===== config.mk =====
export PLATFORM = sky130hd
export DESIGN_NAME = ram_dev
export DESIGN_NICKNAME = d
export VERILOG_FILES = /design/src/rtl/ram_dev_pkg.sv /design/src/rtl/ram_dev_addr.sv /design/src/rtl/ram_dev.sv
export SDC_FILE = /design/constraint.sdc
export NUM_CORES = 1
export LEC_CHECK = 0
export CORE_MARGIN = 5
export CORE_UTILIZATION = 43
export CTS_CLUSTER_DIAMETER = 150
export CTS_CLUSTER_SIZE = 12
export DETAILED_ROUTE_END_ITERATION = 12
export PLACE_DENSITY = 0.84
export SLEW_MARGIN = 20
export SYNTH_ARGS = -nofsm -noshare
export SYNTH_HDL_FRONTEND = slang
export SYNTH_HIERARCHICAL = 1
export SYNTH_SLANG_ARGS = --single-unit

===== constraint.sdc =====
create_clock -name clk -period 2.5 [get_ports clk]
set_input_delay 0.75 -clock clk [delete_from_list [all_inputs] [get_ports clk]]
set_output_delay 0.75 -clock clk [all_outputs]
set_load 0.02 [all_outputs]

===== src/rtl/ram_dev_pkg.sv =====
// ram_dev_pkg: shared definitions for the HyperBus word-level responder.
//   - state_t      : responder FSM encoding
//   - CA_RW/AS/BT  : command-address bit positions in the 48-bit CA
//   - LAT_C*       : CR0[7:4] latency codes
//   - lat_clocks() : latency code -> clock count (doubled on 2x latency)
//   - wrap_mask()  : CR0[1:0] burst-length code -> in-group address mask
package ram_dev_pkg;

  typedef enum logic [2:0] {
    S_IDLE, S_CA0, S_CA1, S_CA2, S_LAT, S_WR, S_RD, S_REGW
  } state_t;

  localparam int CA_RW = 47;  // 1 = read
  localparam int CA_AS = 46;  // 1 = register space
  localparam int CA_BT = 45;  // 1 = linear burst

  localparam logic [3:0] LAT_C3 = 4'b1110;
  localparam logic [3:0] LAT_C4 = 4'b1111;
  localparam logic [3:0] LAT_C5 = 4'b0000;
  localparam logic [3:0] LAT_C6 = 4'b0001;

  // Unlisted codes fall back to the slowest single latency (6).
  function automatic logic [4:0] lat_clocks(input logic [3:0] code, input logic dbl);
    logic [4:0] l;
    case (code)
      LAT_C3:  l = 5'd3;
      LAT_C4:  l = 5'd4;
      LAT_C5:  l = 5'd5;
      LAT_C6:  l = 5'd6;
      default: l = 5'd6;
    endcase
    return dbl ? (l << 1) : l;
  endfunction

  // Mask of the address bits that wrap inside the aligned group.
  function automatic logic [6:0] wrap_mask(input logic [1:0] bl);
    case (bl)
      2'b00:   return 7'd63;
      2'b01:   return 7'd31;
      2'b10:   return 7'd7;
      default: return 7'd15;
    endcase
  endfunction

endpackage


===== src/rtl/ram_dev_addr.sv =====
// ram_dev_addr: burst word-address counter.
//   clk, rst      : clock / synchronous active-high reset
//   load, ld_addr : load start address (CA2)
//   step          : advance to the next word
//   wrap          : burst is wrapped (CA[45] = 0); only honoured with RAM_DEV_WRAP_EN
//   wrap_sel      : CR0[1:0] group-size code
//   addr          : current word address
// Linear bursts roll over naturally at 2^AW. With RAM_DEV_WRAP_EN defined,
// wrapped bursts keep the upper bits and wrap the low bits inside the group.
module ram_dev_addr
  import ram_dev_pkg::*;
#(
  parameter int AW = 22
) (
  input  logic          clk,
  input  logic          rst,
  input  logic          load,
  input  logic [AW-1:0] ld_addr,
  input  logic          step,
  input  logic          wrap,
  input  logic [1:0]    wrap_sel,
  output logic [AW-1:0] addr
);

  logic [AW-1:0] nxt;

`ifdef RAM_DEV_WRAP_EN
  logic [AW-1:0] msk;
  assign msk = AW'(wrap_mask(wrap_sel));
  always_comb begin
    nxt = addr + AW'(1);
    if (wrap) nxt = (addr & ~msk) | ((addr + AW'(1)) & msk);
  end
`else
  logic unused_ok;
  assign unused_ok = ^{wrap, wrap_sel};
  assign nxt = addr + AW'(1);
`endif

  always_ff @(posedge clk) begin
    if (rst)       addr <= '0;
    else if (load) addr <= ld_addr;
    else if (step) addr <= nxt;
  end

endmodule


===== src/rtl/ram_dev.sv =====
// ram_dev: HyperBus responder (device side) at the de-serialised word level.
// One 16-bit word per clk: [15:8] rising-edge byte, [7:0] falling-edge byte.
// Ports:
//   clk, rst                 : clock / synchronous active-high reset
//   dev_cs_n                 : chip select, active low
//   dev_adq_in, dev_rwds_in  : CA/write word, write byte mask {hi,lo} (1 = masked)
//   dev_adq_out, dev_adq_oe  : read word and its output enable
//   dev_rwds_out, dev_rwds_oe: RWDS levels {rise,fall} and enable
//   dev_collide              : refresh collision (sampled in CA0), forces 2x latency
//   mem_*                    : synchronous memory port, mem_rdat valid 1 cycle after mem_ren
//   cr0_q, cr1_q             : configuration registers
// Optional: define RAM_DEV_WRAP_EN to honour wrapped bursts (CA[45] = 0).
module ram_dev
  import ram_dev_pkg::*;
#(
  parameter int          AW      = 22,
  parameter logic [15:0] CR0_RST = 16'h8F1F,
  parameter logic [15:0] CR1_RST = 16'h0002
) (
  input  logic          clk,
  input  logic          rst,
  input  logic          dev_cs_n,
  input  logic [15:0]   dev_adq_in,
  input  logic [1:0]    dev_rwds_in,
  output logic [15:0]   dev_adq_out,
  output logic          dev_adq_oe,
  output logic [1:0]    dev_rwds_out,
  output logic          dev_rwds_oe,
  input  logic          dev_collide,
  output logic          mem_ren,
  output logic [1:0]    mem_wen,
  output logic [AW-1:0] mem_addr,
  output logic [15:0]   mem_wdat,
  input  logic [15:0]   mem_rdat,
  output logic [15:0]   cr0_q,
  output logic [15:0]   cr1_q
);

  state_t      state, state_nxt;
  logic [15:0] ca_hi, ca_mid;
  logic        ca_crsel;   // CA[0]: register select
  logic        lat2x;
  logic [4:0]  lat_cnt;
  logic        reg_done;
  logic [15:0] cr0, cr1;

  logic        lat2x_now;
  logic        is_rd, is_reg;
  logic        addr_load, addr_step;
  logic [31:0] wa_full;
  logic [AW-1:0] addr;
  logic        unused_ok;

  // CA0 uses the live collide input; later CA words use the latched value.
  assign lat2x_now = cr0[3] | dev_collide;
  assign is_rd     = ca_hi[CA_RW-32];
  assign is_reg    = ca_hi[CA_AS-32];

  // Word address {CA[44:16], CA[2:0]}; only valid while in CA2.
  assign wa_full   = {ca_hi[12:0], ca_mid, dev_adq_in[2:0]};
  assign unused_ok = ^wa_full;

  ram_dev_addr #(.AW(AW)) u_addr (
    .clk      (clk),
    .rst      (rst),
    .load     (addr_load),
    .ld_addr  (wa_full[AW-1:0]),
    .step     (addr_step),
    .wrap     (~ca_hi[CA_BT-32]),
    .wrap_sel (cr0[1:0]),
    .addr     (addr)
  );

  assign mem_addr = addr;
  assign cr0_q    = cr0;
  assign cr1_q    = cr1;

  always_comb begin
    state_nxt    = state;
    dev_adq_out  = '0;
    dev_adq_oe   = 1'b0;
    dev_rwds_out = '0;
    dev_rwds_oe  = 1'b0;
    mem_ren      = 1'b0;
    mem_wen      = '0;
    mem_wdat     = '0;
    addr_load    = 1'b0;
    addr_step    = 1'b0;
    case (state)
      S_IDLE: state_nxt = S_CA1 == S_CA1 && !dev_cs_n ? S_CA0 : S_IDLE;
      S_CA0: begin
        dev_rwds_oe  = 1'b1;
        dev_rwds_out = {2{lat2x_now}};
        state_nxt    = S_CA1;
      end
      S_CA1: begin
        dev_rwds_oe  = 1'b1;
        dev_rwds_out = {2{lat2x}};
        state_nxt    = S_CA2;
      end
      S_CA2: begin
        dev_rwds_oe  = 1'b1;
        dev_rwds_out = {2{lat2x}};
        addr_load    = 1'b1;
        state_nxt    = (!is_rd && is_reg) ? S_REGW : S_LAT;
      end
      S_LAT: begin
        if (lat_cnt == '0) begin
          // Prefetch the first word so it is on mem_rdat in the first RD cycle.
          if (is_rd && !is_reg) begin
            mem_ren   = 1'b1;
            addr_step = 1'b1;
          end
          state_nxt = is_rd ? S_RD : S_WR;
        end
      end
      S_RD: begin
        dev_adq_oe   = 1'b1;
        dev_rwds_oe  = 1'b1;
        dev_rwds_out = 2'b10;
        if (is_reg) begin
          dev_adq_out = ca_crsel ? cr1 : cr0;
        end else begin
          dev_adq_out = mem_rdat;
          mem_ren     = 1'b1;
          addr_step   = 1'b1;
        end
      end
      S_WR: begin
        mem_wen   = ~dev_rwds_in;
        mem_wdat  = dev_adq_in;
        addr_step = 1'b1;
      end
      S_REGW: ;
      default: state_nxt = S_IDLE;
    endcase
    // Deselect always wins; the current cycle's word is still served above.
    if (dev_cs_n) state_nxt = S_IDLE;
  end

  always_ff @(posedge clk) begin
    if (rst) begin
      state    <= S_IDLE;
      ca_hi    <= '0;
      ca_mid   <= '0;
      ca_crsel <= 1'b0;
      lat2x    <= 1'b0;
      lat_cnt  <= '0;
      reg_done <= 1'b0;
      cr0      <= CR0_RST;
      cr1      <= CR1_RST;
    end else begin
      state <= state_nxt;
      case (state)
        S_CA0: begin
          ca_hi <= dev_adq_in;
          lat2x <= lat2x_now;
        end
        S_CA1: ca_mid <= dev_adq_in;
        S_CA2: begin
          ca_crsel <= dev_adq_in[0];
          lat_cnt  <= lat_clocks(cr0[7:4], lat2x) - 5'd1;
          reg_done <= 1'b0;
        end
        S_LAT: lat_cnt <= lat_cnt - 5'd1;
        S_REGW: begin
          // Only the first data word lands; the rest of the burst is dropped.
          if (!reg_done) begin
            reg_done <= 1'b1;
            if (ca_crsel) cr1 <= dev_adq_in;
            else          cr0 <= dev_adq_in;
          end
        end
        default: ;
      endcase
    end
  end

endmodule

==> summary.md, run 1 <==
| Metric | Value |
|---|---|
| Chip width | `111.7 µm` |
| Clk sinks | `86` |
| Post-DP HPWL | `10940 µm` |
| Pwr per Cell Area | `408.7 nW/µm²` |
| Layout cells sized above 1 | `0.2326` |
| Yosys Warn Count | `6` |
| Max Slew Vio Count | `0` |
| Final hold violations | `0` |
| Iter 0 DRT Violations | `297` |
| Row Count | `37` |
| Worst path slowest cell | `or4_4` |
| Least-Margin Pin Slew | `between 500 and 600 ps` |
| Core area | `10180 µm²` |
| Antenna violations before repair | `1` |
| Failing checks | `negative setup slack` |
| Final core occ | `0.6495` |
| Syn Inst Count | `527` |
| Path category of the worst min-delay check | `flip-flop to flip-flop` |
| Clk buf depth | `2` |
| H-tree lvl count | `3` |
| First-pass GRT wire length | `23880 µm` |
| Top Ports | `131` |
| R2R depth | `10` |
| CP most frequent cell | `or4_4` |
| Area Overhead vs Synth | `48.85%` |
| I/O Buffers | `130` |
| CTS Buf Count | `9` |
| Hold Buf Count CTS | `0` |
| RSZ-0062 raised after global routing | `yes` |
| Worst skew pair latency | `380 ps` |
| Number of global-route vias before repair | `about 4700` |
| Static Leakage | `2.685 nW` |
| Height of the die | `between 100 and 150 µm` |
| Max incr delay on CP | `540 ps` |
| Setup violations, final | `18` |
| Largest net degree at the start of global routing | `66` |
| Status | `finished with violations` |
| Kind of critical path | `flip-flop to flip-flop` |
| Mean Syn Cell Area | `8.433 µm²` |
| Max frequency | `between 300 and 400 MHz` |
| Fin crit share | `1.161` |
| Netlist Area Pre-Place | `around 4400 µm²` |
| Peak supply drop | `~0.23 mV` |
| Layout Nets | `740` |
| Initial Util | `0.4364` |
| Antenna cells | `0` |
| Global route overflow | `0` |
| Final wirelength | `~15000 µm` |
| CTS tree | `yes` |
| CP arrival | `3180 ps` |
| CP Launch Type | `flip-flop` |
| Vias/cell | `5.641` |
| CTS clk-pin slew, worst paths | `100 ps` |
| Critical-path cell list | `or4_4 -> nor2_4 -> buf_6 -> a21oi_4 -> nor3_4 -> nand2b_4 -> nand3_4 -> or4_4 -> or4_1 -> a311oi_1` |
| Final Skew | `13.06 ps` |
| Antenna Nets Post-Route | `0` |
| Minimum clock period | `2902 ps` |
| CP required | `2780 ps` |
| Wirelength per Cell | `18.11 µm` |
| Max-cap viol count | `0` |
| Routability cong. | `about 0.91` |
| # DRC | `0` |
| Slew margin rel. | `0.6527` |
| Root buffer cell | `clkbuf_8` |
| DIE AREA | `between 10000 and 15000 µm²` |
| GRT Overall Usage | `0.2347` |
| Final WS setup | `-401.8 ps` |
| Synth Net Count | `567` |
| Hold Path Stages | `2` |
| Router iterations before antenna repair | `5` |
| Worst Path Max Fanout | `5` |
| Crit. End Element | `flip-flop` |
| Via count | `4744` |
| Setup_tns | `-2813 ps` |
==> cells in the final DEF, fill, tap and decap left out, drive strengths merged, types with 2 or more instances in the layout <==
master,instances
a31oi,4
buf,90
a21boi,2
a311oi,5
a21oi,33
clkdlybuf4s50,87
dfxtp,86
o311a,2
clkdlybuf4s15,5
xnor2,10
nand3,10
nor2,73
nand2,57
or3,5
dlygate4sd2,10
nand3b,3
inv,11
o31ai,4
ha,2
nor3b,4
a211oi,27
or2,3
and4,3
o21ai,10
and3,2
mux2i,42
clkbuf,12
or4,5
a211o,12
and2,19
nand4,8
nor2b,10
nor3,11
clkinv,5
nand2b,6
nor4,6
dlymetal6s2s,3
a2111oi,3
==> routing by layer <==
layer	vias to the layer above	track usage	wire (µm)
met2	216	0.3885	7190
met1	2264	0.2922	6321
met3	33	0.07446	1404
li1	2229	-	-
met5	-	0	13
met4	2	0.07137	303
==> final timing paths <==
| path | startpoint | end | slack, ps |
|---|---|---|---|
| worst max-delay path | lat_cnt[1] | u_addr/addr[19] | -400 |
| worst min-delay path | ca_mid[13] | ca_mid[13] | 460 |
| worst max register to register | lat_cnt[1] | u_addr/addr[19] | -400 |
| worst min register to register | ca_mid[13] | ca_mid[13] | 460 |
==> through the flow <==
step                cell area (µm²)  hold WS [ps]  worst slack [ps]  cells  power, mW
floorplan                      4522         431.2            -540.3    527      1.567
global placement               6266         442.0            -593.8    810      1.724
detailed placement             6266         445.9            -588.6    810      1.733
CTS                            6507         459.1            -311.7    841      2.691
global route                   6615         491.7            -500.1    841      2.798
finish                         6615         459.6            -401.8    841      2.703
==> final cells by class <==
type,instances,area [µm²]
clock buffer,10,137.6
timing repair buffer,197,1779
sequential,86,1729
tap,136,170.2
clock inverter,6,53.80
fill,817,3570
multi-input combinational,395,2703
inverter,11,42.54
==> flip-flops by register name, indices dropped and copies added (netlist names) <==
| register | count |
|---|---|
| u_addr/addr | 22 |
| state | 3 |
| reg_done | 1 |
| lat2x | 1 |
| cr0_q | 16 |
| ca_mid | 16 |
| ca_crsel | 1 |
| lat_cnt | 5 |
| ca_hi | 5 |
| cr1_q | 16 |
==> timing repair <==
action	4_1_cts	5_1_grt
pin swaps	6	15
setup endpoints to repair	51	41
resized for setup	122	47
buffers inserted	15	6
==> report_power, final <==
group / leakage (nW) / internal (mW) / switching (mW)
Combinational: 1.89 / 0.158 / 0.160
Clock: 0.0950 / 0.404 / 0.566
Sequential: 0.698 / 1.39 / 0.0237
==> critical path, delay by kind of cell (launching register included) <==
kind                   cells  cell delay, ps
buffers and inverters      1             110
AO/OA/AOI/OAI              2             320
AND/OR/NAND/NOR            7            2050
flip-flops                 1             340
Power figures use the tool's default switching activity.
==> run 2: changes to the inputs <==
--- a/config.mk
+++ b/config.mk
@@ -5,11 +5,13 @@
 export SDC_FILE = /design/constraint.sdc
 export NUM_CORES = 1
 export LEC_CHECK = 0
+export CAP_MARGIN = 25
 export CORE_MARGIN = 5
 export CORE_UTILIZATION = 43
 export CTS_CLUSTER_DIAMETER = 150
 export CTS_CLUSTER_SIZE = 12
 export DETAILED_ROUTE_END_ITERATION = 12
+export GPL_ROUTABILITY_DRIVEN = 0
 export PLACE_DENSITY = 0.84
 export SLEW_MARGIN = 20
 export SYNTH_ARGS = -nofsm -noshare
==> summary.md, run 2 (synthesis results as in run 1) <==
| Metric | Value |
|---|---|
| Most Crowded Layer GR | `met2 (unchanged)` |
| Largest net degree at the start of global routing | `65 (was 66)` |
| Wirelength per Cell | `18.20 µm (was 18.11 µm)` |
| I/O Buffers | `130 (unchanged)` |
| First-pass GRT wire length | `23710 µm (was 23880 µm)` |
| Max Slew Vio Count | `0 (unchanged)` |
| Failing checks | `negative setup slack (unchanged)` |
| Final Skew | `12.68 ps (was 13.06 ps)` |
| Antenna violations before repair | `0 (was 1)` |
| Leading cell type in the layout, fill and taps excluded | `clkdlybuf4s50_1 (unchanged)` |
| CTS tree | `yes (unchanged)` |
| Met3 usage | `0.06141 (was 0.07446)` |
| Clk buf depth | `2 (unchanged)` |
| Worst r2r src | `lat_cnt[0] (was lat_cnt[1])` |
| CTS Buf Count | `9 (unchanged)` |
| Global route overflow | `0 (unchanged)` |
| Initial Util | `0.4364 (unchanged)` |
| Max frequency | `358.1 MHz (was 344.6 MHz)` |
| Status | `finished with violations (unchanged)` |
| R2R depth | `9 (was 10)` |
| Root buffer cell | `clkbuf_8 (unchanged)` |
| Final core occ | `0.6529 (was 0.6495)` |
| Final wirelength | `15310 µm (was 15230 µm)` |
| Minimum clock period | `2792 ps (was 2902 ps)` |
| Layout Nets | `741 (was 740)` |
| Pwr per Cell Area | `411.5 nW/µm² (was 408.7 nW/µm²)` |
| Hold path endpoint | `ca_mid[15] (was ca_mid[13])` |
| CP Launch Type | `flip-flop (unchanged)` |
| Vias/cell | `5.635 (was 5.641)` |
| CP most frequent cell | `or4_4 (unchanged)` |
| Post-DP HPWL | `11000 µm (was 10940 µm)` |
| HP Start | `ca_mid[15] (was ca_mid[13])` |
| DIE AREA | `12470 µm² (unchanged)` |
| Met1 GRT Util | `0.2931 (was 0.2922)` |
| Antenna cells | `0 (unchanged)` |
| Global routing usage on met2 | `0.3897 (was 0.3885)` |
| Area Overhead vs Synth | `49.63% (was 48.85%)` |
| GRT Overall Usage | `0.2332 (was 0.2347)` |
| Final WS setup | `-292.3 ps (was -401.8 ps)` |
| Static Leakage | `2.690 nW (was 2.685 nW)` |
| Crit. End Element | `flip-flop (unchanged)` |
| Iter 0 DRT Violations | `364 (was 297)` |
| Core area | `10180 µm² (unchanged)` |
| Kind of critical path | `flip-flop to flip-flop (unchanged)` |
| H-tree lvl count | `3 (unchanged)` |
| Max reg flops | `22 (unchanged)` |
| Height of the die | `111.7 µm (unchanged)` |
| Max-cap viol count | `0 (unchanged)` |
| Worst path slowest cell | `or4_4 (unchanged)` |
| Final hold violations | `0 (unchanged)` |
| Chip width | `111.7 µm (unchanged)` |
| Worst skew pair latency | `360 ps (was 380 ps)` |
| Peak supply drop | `0.2148 mV (was 0.2298 mV)` |
| Clk sinks | `86 (unchanged)` |
| Fillers | `802 (was 817)` |
| Hold Path Stages | `2 (unchanged)` |
| Antenna Nets Post-Route | `0 (unchanged)` |
| CP required | `2760 ps (was 2780 ps)` |
| Fin crit share | `1.117 (was 1.161)` |
| Top Ports | `131 (unchanged)` |
| Reg2reg setup slack | `-290 ps (was -400 ps)` |
| Layout cells sized above 1 | `0.2298 (was 0.2326)` |
| Max incr delay on CP | `540 ps (about the same)` |
| Least-Margin Pin Slew | `555.4 ps (was 521.0 ps)` |
| Most frequent cells in the layout | `88 x clkdlybuf4s50_1, 82 x dfxtp_1, 70 x nor2_1 (was 87 x clkdlybuf4s50_1, 80 x dfxtp_1, 70 x nor2_1)` |
| CTS clk-pin slew, worst paths | `90 ps (was 100 ps)` |
| R2r endpoint | `u_addr/addr[19] (unchanged)` |
| CP arrival | `3050 ps (was 3180 ps)` |
| Number of global-route vias before repair | `4733 (was 4711)` |
| # DRC | `0 (unchanged)` |
| Final Hold Slack | `461.8 ps (was 459.6 ps)` |
| Path category of the worst min-delay check | `flip-flop to flip-flop (unchanged)` |
| Setup violations, final | `10 (was 18)` |
| Slew margin rel. | `0.6297 (was 0.6527)` |
| Via count | `4739 (was 4744)` |
| Router iterations before antenna repair | `7 (was 5)` |
| Worst Path Max Fanout | `5 (unchanged)` |
| Row Count | `37 (unchanged)` |
| Critical-path cell list | `or4_4 -> nor2_4 -> a21oi_4 -> nor3_4 -> nand2b_4 -> nand3_4 -> or4_4 -> or4_1 -> a311oi_1 (was or4_4 -> nor2_4 -> buf_6 -> a21oi_4 -> nor3_4 -> nand2b_4 -> nand3_4 -> or4_4 -> or4_1 -> a311oi_1)` |
| Largest register by flop count | `u_addr/addr (unchanged)` |
| Hold Buf Count CTS | `0 (unchanged)` |
| RSZ-0062 raised after global routing | `yes (unchanged)` |
[run 2: changes by cell type in the layout (fill, tap and decap cells not counted), sizes merged, moves of 2 or more]
| cell | before | now |
|---|---|---|
| dlygate4sd2 | 10 | 12 |
| dlymetal6s2s | 3 | 1 |
| clkbuf | 12 | 10 |
| clkinv | 5 | 3 |
[run 2: area by class of cell]
type                       instances  area [µm²]  area share
multi-input combinational        395        2705      0.4068
timing repair buffer             198        1810      0.2722
sequential                        86        1727      0.2596
tap                              136       170.2     0.02559
clock buffer                       9       123.9     0.01863
clock inverter                     6       71.32     0.01072
inverter                          11       42.54    0.006397
[run 2: worst max-delay path by stage]
| stage | start | end | slack [ps] | cells after the start |
|---|---|---|---|---|
| global route | lat_cnt[0] | u_addr/addr[19] | -390 | 9 |
| CTS | lat_cnt[0] | u_addr/addr[19] | -240 | 9 |
| global placement | dev_collide | dev_rwds_out[1] | -590 | 6 |
| floorplan | lat_cnt[3] | u_addr/addr[19] | -540 | 10 |
| finish | lat_cnt[0] | u_addr/addr[19] | -290 | 9 |
| detailed placement | dev_collide | dev_rwds_out[1] | -580 | 6 |
[run 2: power breakdown]
group          switching (mW)  internal [mW]  total [mW]  leakage [nW]
sequential             0.0238           1.39        1.41         0.697
clock                   0.531          0.465       0.997        0.0923
combinational           0.162          0.164       0.325          1.90
total                   0.717           2.02        2.74          2.69
[run 2: stage by stage]
| step | worst slack [ps] | total power [mW] | setup TNS [ps] | std cells | cell area (µm²) |
|---|---|---|---|---|---|
| after floorplan | -540.3 | 1.567 | -1896 | 527 | 4522 |
| after global placement | -592.1 | 1.724 | -12390 | 810 | 6266 |
| after detailed placement | -584.4 | 1.734 | -12980 | 810 | 6266 |
| after CTS | -244.4 | 2.735 | -920.1 | 838 | 6565 |
| after global routing | -387.0 | 2.825 | -2171 | 841 | 6650 |
| final | -292.3 | 2.737 | -1182 | 841 | 6650 |
[run 2: critical path, delay by kind of cell, from the launching register on]
family,cells,cell delay [ps]
DFF,1,330
and+or+nand+nor,7,2020
AOI/OAI and AO/OA,2,340
[run 2: repair_timing]
action,CTS,global route
endpoints found under the setup margin,46,35
pin swaps,11,11
hold endpoints to repair,0,0
buffers inserted,15,5
gates resized for setup,134,37
[run 2: layer usage]
layer,wire (µm),part of all wire
met2,7346,0.48
met3,1492,0.097
met4,254,0.017
met5,0,0
met1,6211,0.41
==> run 3: changes to the inputs <==
--- a/config.mk
+++ b/config.mk
@@ -6,12 +6,14 @@
 export NUM_CORES = 1
 export LEC_CHECK = 0
 export CAP_MARGIN = 25
+export CORE_ASPECT_RATIO = 1.4
 export CORE_MARGIN = 5
 export CORE_UTILIZATION = 43
 export CTS_CLUSTER_DIAMETER = 150
 export CTS_CLUSTER_SIZE = 12
 export DETAILED_ROUTE_END_ITERATION = 12
 export GPL_ROUTABILITY_DRIVEN = 0
+export GPL_TIMING_DRIVEN = 0
 export PLACE_DENSITY = 0.84
 export SLEW_MARGIN = 20
 export SYNTH_ARGS = -nofsm -noshare
==> summary.md, run 3 (synthesis results as in run 1) <==
| Metric | Value |
|---|---|
| Layout Nets | `750 (was 741)` |
| Clk sinks | `86 (unchanged)` |
| Placed Cells | `795 (was 810)` |
| Final WS setup | `-296.9 ps (was -292.3 ps)` |
| CTS tree | `yes (unchanged)` |
| Fillers | `782 (was 802)` |
| Sequential cell fraction of total power | `0.459 (was 0.517)` |
| Minimum clock period | `2797 ps (was 2792 ps)` |
| Leading cell type in the layout, fill and taps excluded | `clkdlybuf4s50_1 (unchanged)` |
| CP required | `2760 ps (about the same)` |
| Pwr per Cell Area | `451.9 nW/µm² (was 411.5 nW/µm²)` |
| Layout cells sized above 1 | `0.2434 (was 0.2298)` |
| Chip width | `95.92 µm (was 111.7 µm)` |
| Antenna cells | `0 (unchanged)` |
| Peak supply drop | `0.3701 mV (was 0.2148 mV)` |
| Most frequent cells in the layout | `83 x clkdlybuf4s50_1, 78 x dfxtp_1, 70 x nor2_1 (was 88 x clkdlybuf4s50_1, 82 x dfxtp_1, 70 x nor2_1)` |
| Post-DP HPWL | `10950 µm (was 11000 µm)` |
| Clk pwr share | `0.441 (was 0.364)` |
| CP arrival | `3050 ps (about the same)` |
| Fin crit share | `1.119 (was 1.117)` |
| Antenna Nets Post-Route | `0 (unchanged)` |
| Core area | `10240 µm² (was 10180 µm²)` |
| Max-cap viol count | `0 (unchanged)` |
| Final hold violations | `0 (unchanged)` |
| Slew margin rel. | `0.5939 (was 0.6297)` |
| Largest net degree at the start of global routing | `15 (was 65)` |
| Max reg flops | `22 (unchanged)` |
| Failing checks | `negative setup slack (unchanged)` |
| Path category of the worst min-delay check | `flip-flop to flip-flop (unchanged)` |
| Layout Cells excl Fill | `853 (was 841)` |
| Antenna violations before repair | `0 (unchanged)` |
| Final Skew | `5.068 ps (was 12.68 ps)` |
| Hold Buf Count CTS | `0 (unchanged)` |
| CTS clk-pin slew, worst paths | `60 ps (was 90 ps)` |
| Top Ports | `131 (unchanged)` |
| Worst skew pair latency | `340 ps (was 360 ps)` |
| CP Launch Type | `flip-flop (unchanged)` |
| Max frequency | `357.5 MHz (was 358.1 MHz)` |
| GRT Overall Usage | `0.2594 (was 0.2332)` |
| Clk buf depth | `2 (unchanged)` |
| Status | `finished with violations (unchanged)` |
| H-tree lvl count | `3 (unchanged)` |
| Least-Margin Pin Slew | `609.1 ps (was 555.4 ps)` |
| Number of global-route vias before repair | `4926 (was 4733)` |
| Height of the die | `130.3 µm (was 111.7 µm)` |
| Area Overhead vs Synth | `53.63% (was 49.63%)` |
| Hold Path Stages | `2 (unchanged)` |
| Total power | `3.086 mW (was 2.737 mW)` |
| Sw power | `756.4 µW (was 716.5 µW)` |
| Vias/cell | `5.819 (was 5.635)` |
| Kind of critical path | `flip-flop to flip-flop (unchanged)` |
| Row Count | `44 (was 37)` |
| Setup WS pre-CTS | `-786.5 ps (was -584.4 ps)` |
| CTS Buf Count | `9 (unchanged)` |
| Area of the multi-input gates | `2745 µm² (was 2705 µm²)` |
| Static Leakage | `2.731 nW (was 2.690 nW)` |
| Largest register by flop count | `u_addr/addr (unchanged)` |
| Int Pwr | `2.329 mW (was 2.020 mW)` |
| # DRC | `0 (unchanged)` |
| Crit. End Element | `flip-flop (unchanged)` |
| First-pass GRT wire length | `24740 µm (was 23710 µm)` |
| Global route overflow | `0 (unchanged)` |
| R2R depth | `9 (unchanged)` |
| Router iterations before antenna repair | `5 (was 7)` |
| Via count | `4964 (was 4739)` |
| Register Area | `1739 µm² (was 1727 µm²)` |
| Setup violations, final | `7 (was 10)` |
| Switching Fraction | `0.2451 (was 0.2618)` |
| Max Slew Vio Count | `0 (unchanged)` |
| Setup_tns | `-902.6 ps (was -1182 ps)` |
| DIE AREA | `12500 µm² (was 12470 µm²)` |
| Initial Util | `0.4340 (was 0.4364)` |
| Root buffer cell | `clkbuf_16 (was clkbuf_8)` |
| RSZ-0062 raised after global routing | `yes (unchanged)` |
| Final wirelength | `16900 µm (was 15310 µm)` |
| Worst Path Max Fanout | `6 (was 5)` |
| Iter 0 DRT Violations | `442 (was 364)` |
| Gate power share | `0.100 (was 0.119)` |
| Wirelength per Cell | `19.81 µm (was 18.20 µm)` |
| I/O Buffers | `130 (unchanged)` |
==> run 3: repair_timing <==
action / 4_1_cts / 5_1_grt
setup endpoints to repair: 53 / 45
buffers inserted: 39 / 13
gates resized for setup: 208 / 42
cloned: 2 / 1
endpoints found under the hold margin: 0 / 0
pin swaps: 15 / 13
==> run 3: cell type report <==
type | count | share of cell area
inverters | 11 | 0.006231
clock buffers | 10 | 0.03500
plain buffers | 30 | 0.03152
clock inverters | 6 | 0.008979
flip-flops and latches | 86 | 0.2547
well taps | 138 | 0.02529
repair buffers | 176 | 0.2362
multi-input cells | 396 | 0.4021
==> run 3: power groups by stage <==
stage	combinational (mW)	sequential [mW]	clock (mW)
2_1_floorplan	0.118	1.45	0
3_3_place_gp	0.261	1.44	0
3_5_place_dp	0.267	1.44	0
4_1_cts	0.296	1.42	1.36
5_1_grt	0.328	1.42	1.43
6_report	0.309	1.42	1.36
==> run 3: worst max-delay path, stage by stage (launching register included) <==
cell	delay (ps)
dfxtp_2	330
or4_4	550
nor2_4	150
a21oi_2	80
nor3_4	130
nand2b_4	190
nand3_4	90
or4_4	530
or4_1	420
a311oi_1	250
==> run 3: metal layers <==
layer / part of all wire / wire (µm) / GRT usage
met1: 0.37 / 6173 / 0.2784
met2: 0.51 / 8576 / 0.4394
met3: 0.068 / 1154 / 0.06113
met4: 0.059 / 994 / 0.1868
met5: 0 / 0 / 0
==> run 3: worst paths after layout <==
path / startpoint / to / slack [ps]
worst max-delay path: lat_cnt[3] / u_addr/addr[19] / -300
worst min-delay path: ca_mid[10] / ca_mid[10] / 460
worst max register to register: lat_cnt[3] / u_addr/addr[19] / -300
worst min register to register: ca_mid[10] / ca_mid[10] / 460
==> run 3: stage by stage <==
stage          area, µm²    util  hold slack (ps)
6_report            6828  0.6668            464.3
3_5_place_dp        5996  0.5855            450.0
5_1_grt             6828  0.6668            480.0
4_1_cts             6599  0.6444            461.5
2_1_floorplan       4522       -            431.2
3_3_place_gp        5996  0.5855            445.1
